### src/rtl/sram_access_arbiter_pkg.sv
// Shared definitions for the SRAM access arbiter: FSM state encoding,
// strobe-inactive constants and default geometry/timing parameters.
package sram_access_arbiter_pkg;

    localparam int unsigned DEF_ADDR_W   = 23;
    localparam int unsigned DEF_DATA_W   = 16;
    localparam int unsigned DEF_WAIT_CYC = 4;

    typedef enum logic [1:0] {
        StIdle   = 2'd0,
        StSetup  = 2'd1,
        StAccess = 2'd2,
        StHold   = 2'd3
    } arb_state_e;

    // All SRAM control strobes are active low.
    localparam logic       STROBE_OFF = 1'b1;
    localparam logic [1:0] LANES_OFF  = 2'b11;
    localparam logic [1:0] LANES_ALL  = 2'b00;

endpackage

### src/rtl/sram_access_arbiter.sv
// Shares the external asynchronous SRAM port between the bootstrap loader
// (write-only) and the micro (read/write). The bootstrap owns the port until
// boot_done_i is seen in IDLE; after that the micro owns it until reset.
// Each access runs IDLE -> SETUP -> ACCESS (WAIT_CYC cycles) -> HOLD with all
// SRAM strobes driven straight from flops so they are glitch-free.
//
// Ports:
//   master_clk_i, master_rst_i      clock, synchronous active-high reset
//   boot_done_i                     hands ownership to the micro (level)
//   bt_req_i/addr/data, bt_ack_o    bootstrap write request / completion pulse
//   mc_req_i/we/addr/data/be        micro request, direction, byte enables
//   mc_ack_o, mc_rdata_o            micro completion pulse, read data
//   sram_*                          SRAM address, data, DQ drive enable, strobes
//   owner_o                         0 = bootstrap, 1 = micro
//   error_o                         sticky: bootstrap request after handover
module sram_access_arbiter
    import sram_access_arbiter_pkg::*;
#(
    parameter int unsigned ADDR_W   = DEF_ADDR_W,
    parameter int unsigned DATA_W   = DEF_DATA_W,
    parameter int unsigned WAIT_CYC = DEF_WAIT_CYC  // 1..15
) (
    input  logic              master_clk_i,
    input  logic              master_rst_i,
    input  logic              boot_done_i,
    input  logic              bt_req_i,
    input  logic [ADDR_W-1:0] bt_addr_i,
    input  logic [DATA_W-1:0] bt_data_i,
    output logic              bt_ack_o,
    input  logic              mc_req_i,
    input  logic              mc_we_i,
    input  logic [ADDR_W-1:0] mc_addr_i,
    input  logic [DATA_W-1:0] mc_data_i,
    input  logic [1:0]        mc_be_i,
    output logic              mc_ack_o,
    output logic [DATA_W-1:0] mc_rdata_o,
    output logic [ADDR_W-1:0] sram_address_o,
    output logic [DATA_W-1:0] sram_data_o,
    input  logic [DATA_W-1:0] sram_data_i,
    output logic              sram_data_oe_o,
    output logic              sram_cs_o,
    output logic              sram_we_o,
    output logic              sram_oe_o,
    output logic [1:0]        sram_lb_ub_o,
    output logic              sram_adv_o,
    output logic              owner_o,
    output logic              error_o
);

    localparam logic [3:0] WAIT_LOAD = 4'(WAIT_CYC - 1);

    arb_state_e state;
    logic [3:0] wait_cnt;
    logic       acc_boot;   // access belongs to the bootstrap
    logic       acc_write;  // access direction
    logic       acc_live;   // 0 for a micro access with no byte lanes enabled
    logic       owner_next;
    logic       mc_noop;

    // Ownership is one-way: once the micro owns the port it keeps it.
    assign owner_next = owner_o | boot_done_i;
    assign mc_noop    = (mc_be_i == 2'b00);

    always_ff @(posedge master_clk_i) begin
        if (master_rst_i) begin
            state          <= StIdle;
            wait_cnt       <= '0;
            acc_boot       <= 1'b0;
            acc_write      <= 1'b0;
            acc_live       <= 1'b0;
            bt_ack_o       <= 1'b0;
            mc_ack_o       <= 1'b0;
            mc_rdata_o     <= '0;
            sram_address_o <= '0;
            sram_data_o    <= '0;
            sram_data_oe_o <= 1'b0;
            sram_cs_o      <= STROBE_OFF;
            sram_we_o      <= STROBE_OFF;
            sram_oe_o      <= STROBE_OFF;
            sram_lb_ub_o   <= LANES_OFF;
            sram_adv_o     <= STROBE_OFF;
            owner_o        <= 1'b0;
            error_o        <= 1'b0;
        end else begin
            bt_ack_o <= 1'b0;
            mc_ack_o <= 1'b0;

            // A bootstrap request after handover is a protocol error and is never served.
            if (bt_req_i && (owner_o || (state == StIdle && boot_done_i))) begin
                error_o <= 1'b1;
            end

            unique case (state)
                StIdle: begin
                    owner_o <= owner_next;
                    if (!owner_next && bt_req_i) begin
                        state          <= StSetup;
                        acc_boot       <= 1'b1;
                        acc_write      <= 1'b1;
                        acc_live       <= 1'b1;
                        sram_address_o <= bt_addr_i;
                        sram_data_o    <= bt_data_i;
                        sram_data_oe_o <= 1'b1;
                        sram_lb_ub_o   <= LANES_ALL;
                        sram_cs_o      <= 1'b0;
                        sram_adv_o     <= 1'b0;
                    end else if (owner_next && mc_req_i) begin
                        // No enabled lanes: run the normal timing so the ack arrives,
                        // but never select the chip.
                        state          <= StSetup;
                        acc_boot       <= 1'b0;
                        acc_write      <= mc_we_i;
                        acc_live       <= !mc_noop;
                        sram_address_o <= mc_addr_i;
                        sram_data_o    <= mc_data_i;
                        sram_data_oe_o <= mc_we_i && !mc_noop;
                        sram_lb_ub_o   <= ~mc_be_i;
                        sram_cs_o      <= mc_noop ? STROBE_OFF : 1'b0;
                        sram_adv_o     <= mc_noop ? STROBE_OFF : 1'b0;
                    end
                end
                StSetup: begin
                    state      <= StAccess;
                    wait_cnt   <= WAIT_LOAD;
                    sram_adv_o <= STROBE_OFF;
                    sram_we_o  <= (acc_live && acc_write) ? 1'b0 : STROBE_OFF;
                    sram_oe_o  <= (acc_live && !acc_write) ? 1'b0 : STROBE_OFF;
                end
                StAccess: begin
                    if (wait_cnt == 4'd0) begin
                        state     <= StHold;
                        sram_we_o <= STROBE_OFF;
                        sram_oe_o <= STROBE_OFF;
                        if (acc_boot) begin
                            bt_ack_o <= 1'b1;
                        end else begin
                            mc_ack_o <= 1'b1;
                        end
                        if (acc_live && !acc_write) begin
                            mc_rdata_o <= sram_data_i;
                        end
                    end else begin
                        wait_cnt <= wait_cnt - 4'd1;
                    end
                end
                StHold: begin
                    // CS and the DQ drive were kept through this cycle so write data
                    // stays valid past the WE rising edge.
                    state          <= StIdle;
                    sram_cs_o      <= STROBE_OFF;
                    sram_data_oe_o <= 1'b0;
                    sram_lb_ub_o   <= LANES_OFF;
                end
                default: state <= StIdle;
            endcase
        end
    end

endmodule

### config.mk
export PLATFORM = sky130hd
export DESIGN_NAME = sram_access_arbiter
export DESIGN_NICKNAME = d
export VERILOG_FILES = /design/src/rtl/sram_access_arbiter_pkg.sv /design/src/rtl/sram_access_arbiter.sv
export SDC_FILE = /design/constraint.sdc
export NUM_CORES = 1
export LEC_CHECK = 0
export CAP_MARGIN = 10
export CORE_ASPECT_RATIO = 1.5
export CORE_MARGIN = 2
export CORE_UTILIZATION = 44
export DETAILED_ROUTE_END_ITERATION = 8
export HOLD_SLACK_MARGIN = 0.02
export PLACE_DENSITY = 0.93
export SLEW_MARGIN = 25
export SYNTH_ARGS = -nofsm -noshare
export SYNTH_HDL_FRONTEND = slang
export SYNTH_SLANG_ARGS = --single-unit
### constraint.sdc
create_clock -name master_clk_i -period 4.2 [get_ports master_clk_i]
set_input_delay 0.84 -clock master_clk_i [delete_from_list [all_inputs] [get_ports master_clk_i]]
set_output_delay 0.84 -clock master_clk_i [all_outputs]
set_load 0.02 [all_outputs]
==> results of run 1 <==
==> metrics by stage <==
stage | utilization (%) | setup slack [ns] | instances
6_report | 71.4 | 1.36 | 647
5_1_grt | 71.4 | 1.24 | 647
4_1_cts | 71.4 | 1.39 | 647
3_5_place_dp | 66.8 | 1.04 | 632
3_3_place_gp | 66.8 | 1.15 | 632
2_1_floorplan | - | 2.22 | 397
==> worst register-to-register path, stage by stage, from the launching register on <==
cell and delay (ns):
dfxtp_1 0.34, inv_1 0.13, ha_1 0.37, and4bb_1 0.78, or2_4 0.57, a311oi_2 0.22
==> placed cells by master (no fill, tap or decap), types with 2 or more instances in the layout <==
cell type        count
bufinv_16            3
nor2b_1              2
o211ai_1             2
nand3_1              3
nor3b_1              2
a211oi_1             2
a311oi_2            10
clkdlybuf4s50_1    166
a311oi_1            32
nand2_1            113
inv_1                4
or3b_2               2
buf_4                4
mux2i_1             22
clkbuf_16            9
clkbuf_8             2
o21ai_0              3
nor2_1              10
dfxtp_1             75
nor3_1              47
o211a_1              2
o21a_1               4
ha_1                 6
a21oi_1              2
==> kinds of logic after synthesis <==
logic type | count (synthesis) | share of synthesized area, %
AND/OR/NAND/NOR | 186 | 23.9
flip-flops | 75 | 43.7
AO/OA/AOI/OAI | 63 | 17.5
buffers and inverters | 43 | 5.65
multiplexers | 23 | 6.74
adder cells (fa/ha/maj) | 6 | 2.19
XOR/XNOR | 1 | 0.255
==> cell type report <==
type,count,area share [%]
multi-input combinational,279,32.1
timing repair buffer,171,31.2
sequential,75,27.6
clock buffer,11,4.65
tap,102,2.35
clock inverter,4,1.79
inverter,5,0.345
==> layer usage <==
| metal | wire (µm) | track usage, % |
|---|---|---|
| met1 | 3720 | 24.8 |
| met2 | 5580 | 46.9 |
| met3 | 746 | 6.99 |
| met4 | 443 | 13.2 |
| met5 | 0 | 0 |
==> worst max-delay path by stage <==
stage,startpoint,cells past startpoint,endpoint,slack [ns]
2_1_floorplan,boot_done_i,5,sram_cs_o,2.22
3_3_place_gp,boot_done_i,4,sram_address_o[19],1.15
3_5_place_dp,boot_done_i,4,sram_address_o[20],1.04
4_1_cts,boot_done_i,4,sram_address_o[20],1.39
5_1_grt,boot_done_i,5,sram_address_o[7],1.24
6_report,boot_done_i,4,sram_address_o[20],1.36
==> power by group through the flow <==
stage | Combinational (µW) | Clock [µW] | Sequential (µW)
3_5_place_dp | 1300 | 0 | 998
3_3_place_gp | 1250 | 0 | 992
2_1_floorplan | 646 | 0 | 1160
4_1_cts | 1300 | 901 | 988
5_1_grt | 1400 | 934 | 1010
6_report | 1300 | 891 | 988
==> registers in the layout, indices dropped and copies added, names as in the netlist, 2 cells and up <==
signal,count
mc_rdata_o,16
wait_cnt,4
sram_lb_ub_o,2
sram_data_o,16
sram_address_o,23
state,2
==> impl_results.md, run 1 <==
- Most frequent cell after synthesis: nand2_1
- Die extent in y: 112 µm
- Crit end category: flip-flop
- Grt ovf: 0
- Power density over the cells: 584 nW/µm²
- Comb power frac: 40.9%
- # resized after CTS: 0
- Number of remaining DRC errors: 0
- Syn-to-layout area delta: 58.4%
- GRT Util Overall: 25.0%
- Max VDD drop: 0.000295 V
- CTS tree: yes
- First-pass GRT wire length: 17,300 µm
- Primary FF master, synth: dfxtp_1
- Post-route cell area: 5440 µm²
- Hold Fails Final Rpt: 0
- Internal: 2100 µW
- Reg-to-reg slack, setup: 1.65 ns
- Die width: 76.1 µm
- R2R depth: 5
- Multi-input gate area: 1740 µm²
- Psw: 1080 µW
- Warnings from Yosys: 0
- Hold_sp: acc_boot
- I/O Buffers: 167
- Die ar.: 8540 µm²
- Leakage: 0.00200 µW
- Clock root cell: clkbuf_16
- Clock buffer depth: 2
- # IOs: 168
- Violation count after the first detailed-route iteration: 179
- Syn_area_per_cell: 8.64 µm²
- Post-synth top area share: 43.7%
- WL per Instance: 16.2 µm
- Clock share of power: 28.0%
- Hold buffer count at CTS: 0
- Clock sink count: 75
- Post-Route Setup TNS: 0 ns
- Fill cells: 578
- Syn Nets: 505
- Post-CTS Setup Bufs: 0
- Reg2reg start: state[0]
- Placer congestion estimate: 0.833
- Slew HR: 31.3%
- Clk Latency, worst-skew pair: 0.33 ns
- Reg2reg end: sram_address_o[20]
- Largest net degree at the start of global routing: 56
- WHS: 0.454 ns
- Clock Skew: 0.00598 ns
- Hold path depth: 1
- TritonCTS Buffers: 9
- Register share of total power: 31.1%
- Clock slew at reported path FFs: 0.06 ns
- Routed via count: 3,517
- Outcome: finished, final reports clean
- CP max FO: 39
- Layout cell share with drive strength beyond 1: 6.97%
- Core area: 7610 µm²
- Site Rows: 39
- CP Launch Type: input pin
- Number of synthesized flops with an enable pin: 0
- Synth Cell Area: 3430 µm²
- Starting Density: 45.1%
- Nets: 649
- #FFs+latches synth: 75
- Synth async-reset ratio: 0%
- Post-DR vias/cell: 5.44
- Final wirelength: 10,500 µm
- Worst hold path endpoint: mc_ack_o
- Number of global-route vias before repair: 3,648
- Cell Area, Placed: 5090 µm²
- Worst-Margin Slew: 1.03 ns
- Hold Crit Class: flip-flop to flip-flop
- DP HPWL: 7520 µm
- Crit path buf inv count: 1
- Fmax achieved: 352 MHz
- Crit path max-delay family: simple AND/OR/NAND/NOR gates
- # diodes: 0
- Max stage delay on crit path: 0.86 ns
- Fin crit share: 67.6%
- Number of max-cap violations: 0
- Sw frac: 34.1%
- Fin. max-slew vios: 0
- CP arrival: 3.01 ns
- Crit Path Class: input pin to flip-flop
- Initial DRT Pass Iterations: 4
- Reg area: 1500 µm²
- Synth area leaders: dfxtp_1, nand2_1, a311oi_1
- H-tree depth: 3
- Largest area contributor in the netlist: dfxtp_1
- Netlist cell types: 39
- Slowest cell on crit path: and4bb_1
- Setup violations, final: 0
- CP required: 4.37 ns
- Fin crit period: 2.84 ns
- Seq/Total Area, Yosys: 43.7%
- Antenna violations before repair: 0
- Post-DRT Antenna Nets: 0
- Synth Instances: 397
- RSZ-0062 raised after global routing: no
- Worst path cell trace: clkdlybuf4s50_1 -> and4bb_1 -> or2_4 -> a311oi_2
- Post-synth top cells: nand2_1, dfxtp_1, nor3_1
- Total chip power: 3180 µW
No activity file was read; power rests on OpenSTA's default activity.
==> inputs of run 2 (changes only) <==
Settings changed: CORE_UTILIZATION 44 to 41, PLACE_DENSITY 0.93 to 0.88.
Clock period 4.2 ns to 3 ns, I/O delays scaled along.
==> run 2 against run 1 <==
Effect of this change: utilization down 3.6 points; register-to-register slack worse by 0.61 ns; die area rose by 7.0%; sequential share of layout area fell by 0.15 points; critical path depth decreased by 3; non-clock buffer count increased by 5; count of clock-buffer cells in the layout down 2; via count increased by 0.82%; design area is 0.53% higher; clock power increased by 31%; critical endpoint is now owner_o; largest power group unchanged.
==> impl_results.md, run 2 (synthesis gave the netlist of run 1 again) <==
- Crit path max-delay family: buffers and inverters
- Clock share of power: 26.6%
- Worst path cell trace: clkdlybuf4s50_1
- Hold Crit Class: flip-flop to flip-flop
- Commonest non-fill, non-tap cell in the layout: clkdlybuf4s50_1
- Die width: 78.7 µm
- CP max FO: 8
- Antenna violations before repair: 0
- Fin crit period: 2.10 ns
- Fin. max-slew vios: 0
- Number of remaining DRC errors: 0
- Fmax achieved: 477 MHz
- Largest net degree at the start of global routing: 40
- Clock Skew: 0.00625 ns
- Hold_sp: mc_rdata_o[4]
- Max VDD drop: 0.000421 V
- Hold path depth: 2
- Violation count after the first detailed-route iteration: 271
- # IOs: 168
- Crit path buf inv count: 1
- CP required: 2.40 ns
- Starting Density: 42.6%
- Max stage delay on crit path: 0.67 ns
- Post-DR vias/cell: 5.41
- Nets: 654
- Final wirelength: 10,400 µm
- Crit end category: primary output
- Die extent in y: 116 µm
- Post-CTS Setup Bufs: 0
- Clock slew at reported path FFs: 0.06 ns
- Outcome: finished, final reports clean
- Hold Fails Final Rpt: 0
- Worst hold path endpoint: mc_rdata_o[4]
- Clock sink count: 75
- Reg2reg end: sram_address_o[13]
- R2R depth: 5
- Clock root cell: clkbuf_16
- Placer congestion estimate: 0.856
- Clock buffer depth: 2
- Number of flip-flops in the largest register: 23
- Core area: 8060 µm²
- H-tree depth: 3
- # diodes: 0
- Power density over the cells: 802 nW/µm²
- Fill cells: 641
- WHS: 0.456 ns
- Multi-input gate area: 1740 µm²
- Die ar.: 9130 µm²
- Post-DRT Antenna Nets: 0
- Register share of total power: 31.6%
- Internal: 2830 µW
- CP arrival: 1.50 ns
- Most flops, register: sram_address_o
- Post-Route Setup TNS: 0 ns
- Leakage: 0.00201 µW
- Slowest cell on crit path: clkdlybuf4s50_1
- Clk Latency, worst-skew pair: 0.34 ns
- Number of global-route vias before repair: 3,562
- Routed via count: 3,546
- Fin crit share: 69.9%
- Layout cell share with drive strength beyond 1: 7.80%
- Reg-to-reg slack, setup: 1.04 ns
- DP HPWL: 7520 µm
- I/O Buffers: 167
- GRT Util Overall: 22.8%
- Site Rows: 40
- # resized after CTS: 0
- Reg area: 1500 µm²
- Setup violations, final: 0
- Worst-Margin Slew: 0.635 ns
- Crit Path Class: flip-flop to primary output
- RSZ-0062 raised after global routing: no
- CTS tree: yes
- Initial DRT Pass Iterations: 4
- Slew HR: 57.2%
- First-pass GRT wire length: 16,300 µm
- Psw: 1560 µW
- Reg2reg start: state[0]
- Hold buffer count at CTS: 0
- Comb power frac: 41.7%
- Sw frac: 35.5%
- Number of max-cap violations: 0
- Most frequent cells in the layout: clkdlybuf4s50_1, nand2_1, dfxtp_1
- WL per Instance: 15.8 µm
- Syn-to-layout area delta: 59.3%
- Largest registers: sram_address_o (23), mc_rdata_o (16), sram_data_o (16)
- CP Launch Type: flip-flop
- TritonCTS Buffers: 9
- Grt ovf: 0
## run 2: area by class of cell
| class | count | area share [%] |
|---|---|---|
| clock buffers | 9 | 4.12 |
| clock inverters | 7 | 1.83 |
| inverters | 5 | 0.343 |
| multi-input cells | 279 | 31.9 |
| flip-flops and latches | 75 | 27.5 |
| well taps | 105 | 2.40 |
| repair buffers | 176 | 32.0 |
## run 2: stage by stage
step	utilization [%]	worst slack, ns	cell area (µm²)	cells	total power, µW
4_1_cts	67.8	0.887	5470	656	4420
2_1_floorplan	-	1.14	3430	397	2520
5_1_grt	67.8	0.816	5470	656	4640
3_3_place_gp	63.8	0.642	5140	640	3160
6_report	67.8	0.902	5470	656	4390
3_5_place_dp	63.8	0.591	5140	640	3220
## run 2: worst max path at each step
stage                                     to        start  cells after the start  slack [ns]
after floorplan           sram_address_o[14]     state[0]                      9        1.14
after global placement    sram_address_o[21]  boot_done_i                      5        0.64
after detailed placement  sram_address_o[18]  boot_done_i                      5        0.59
after CTS                            owner_o      owner_o                      1        0.89
after global routing      sram_address_o[13]  boot_done_i                      5        0.82
final                                owner_o      owner_o                      1        0.90
## run 2: power groups by stage
stage,Sequential (µW),Combinational (µW),Clock (µW)
2_1_floorplan,1620,905,0
6_report,1390,1830,1170
4_1_cts,1390,1840,1190
3_5_place_dp,1400,1820,0
3_3_place_gp,1390,1770,0
5_1_grt,1420,1980,1250
## run 2: layer usage
layer | global-route usage, % | vias up | routed length, µm
met5 | 0 | - | 0
met4 | 12.9 | 0 | 333
met3 | 5.76 | 29 | 679
met2 | 42.9 | 175 | 5550
met1 | 22.6 | 1631 | 3820
li1 | - | 1711 | -
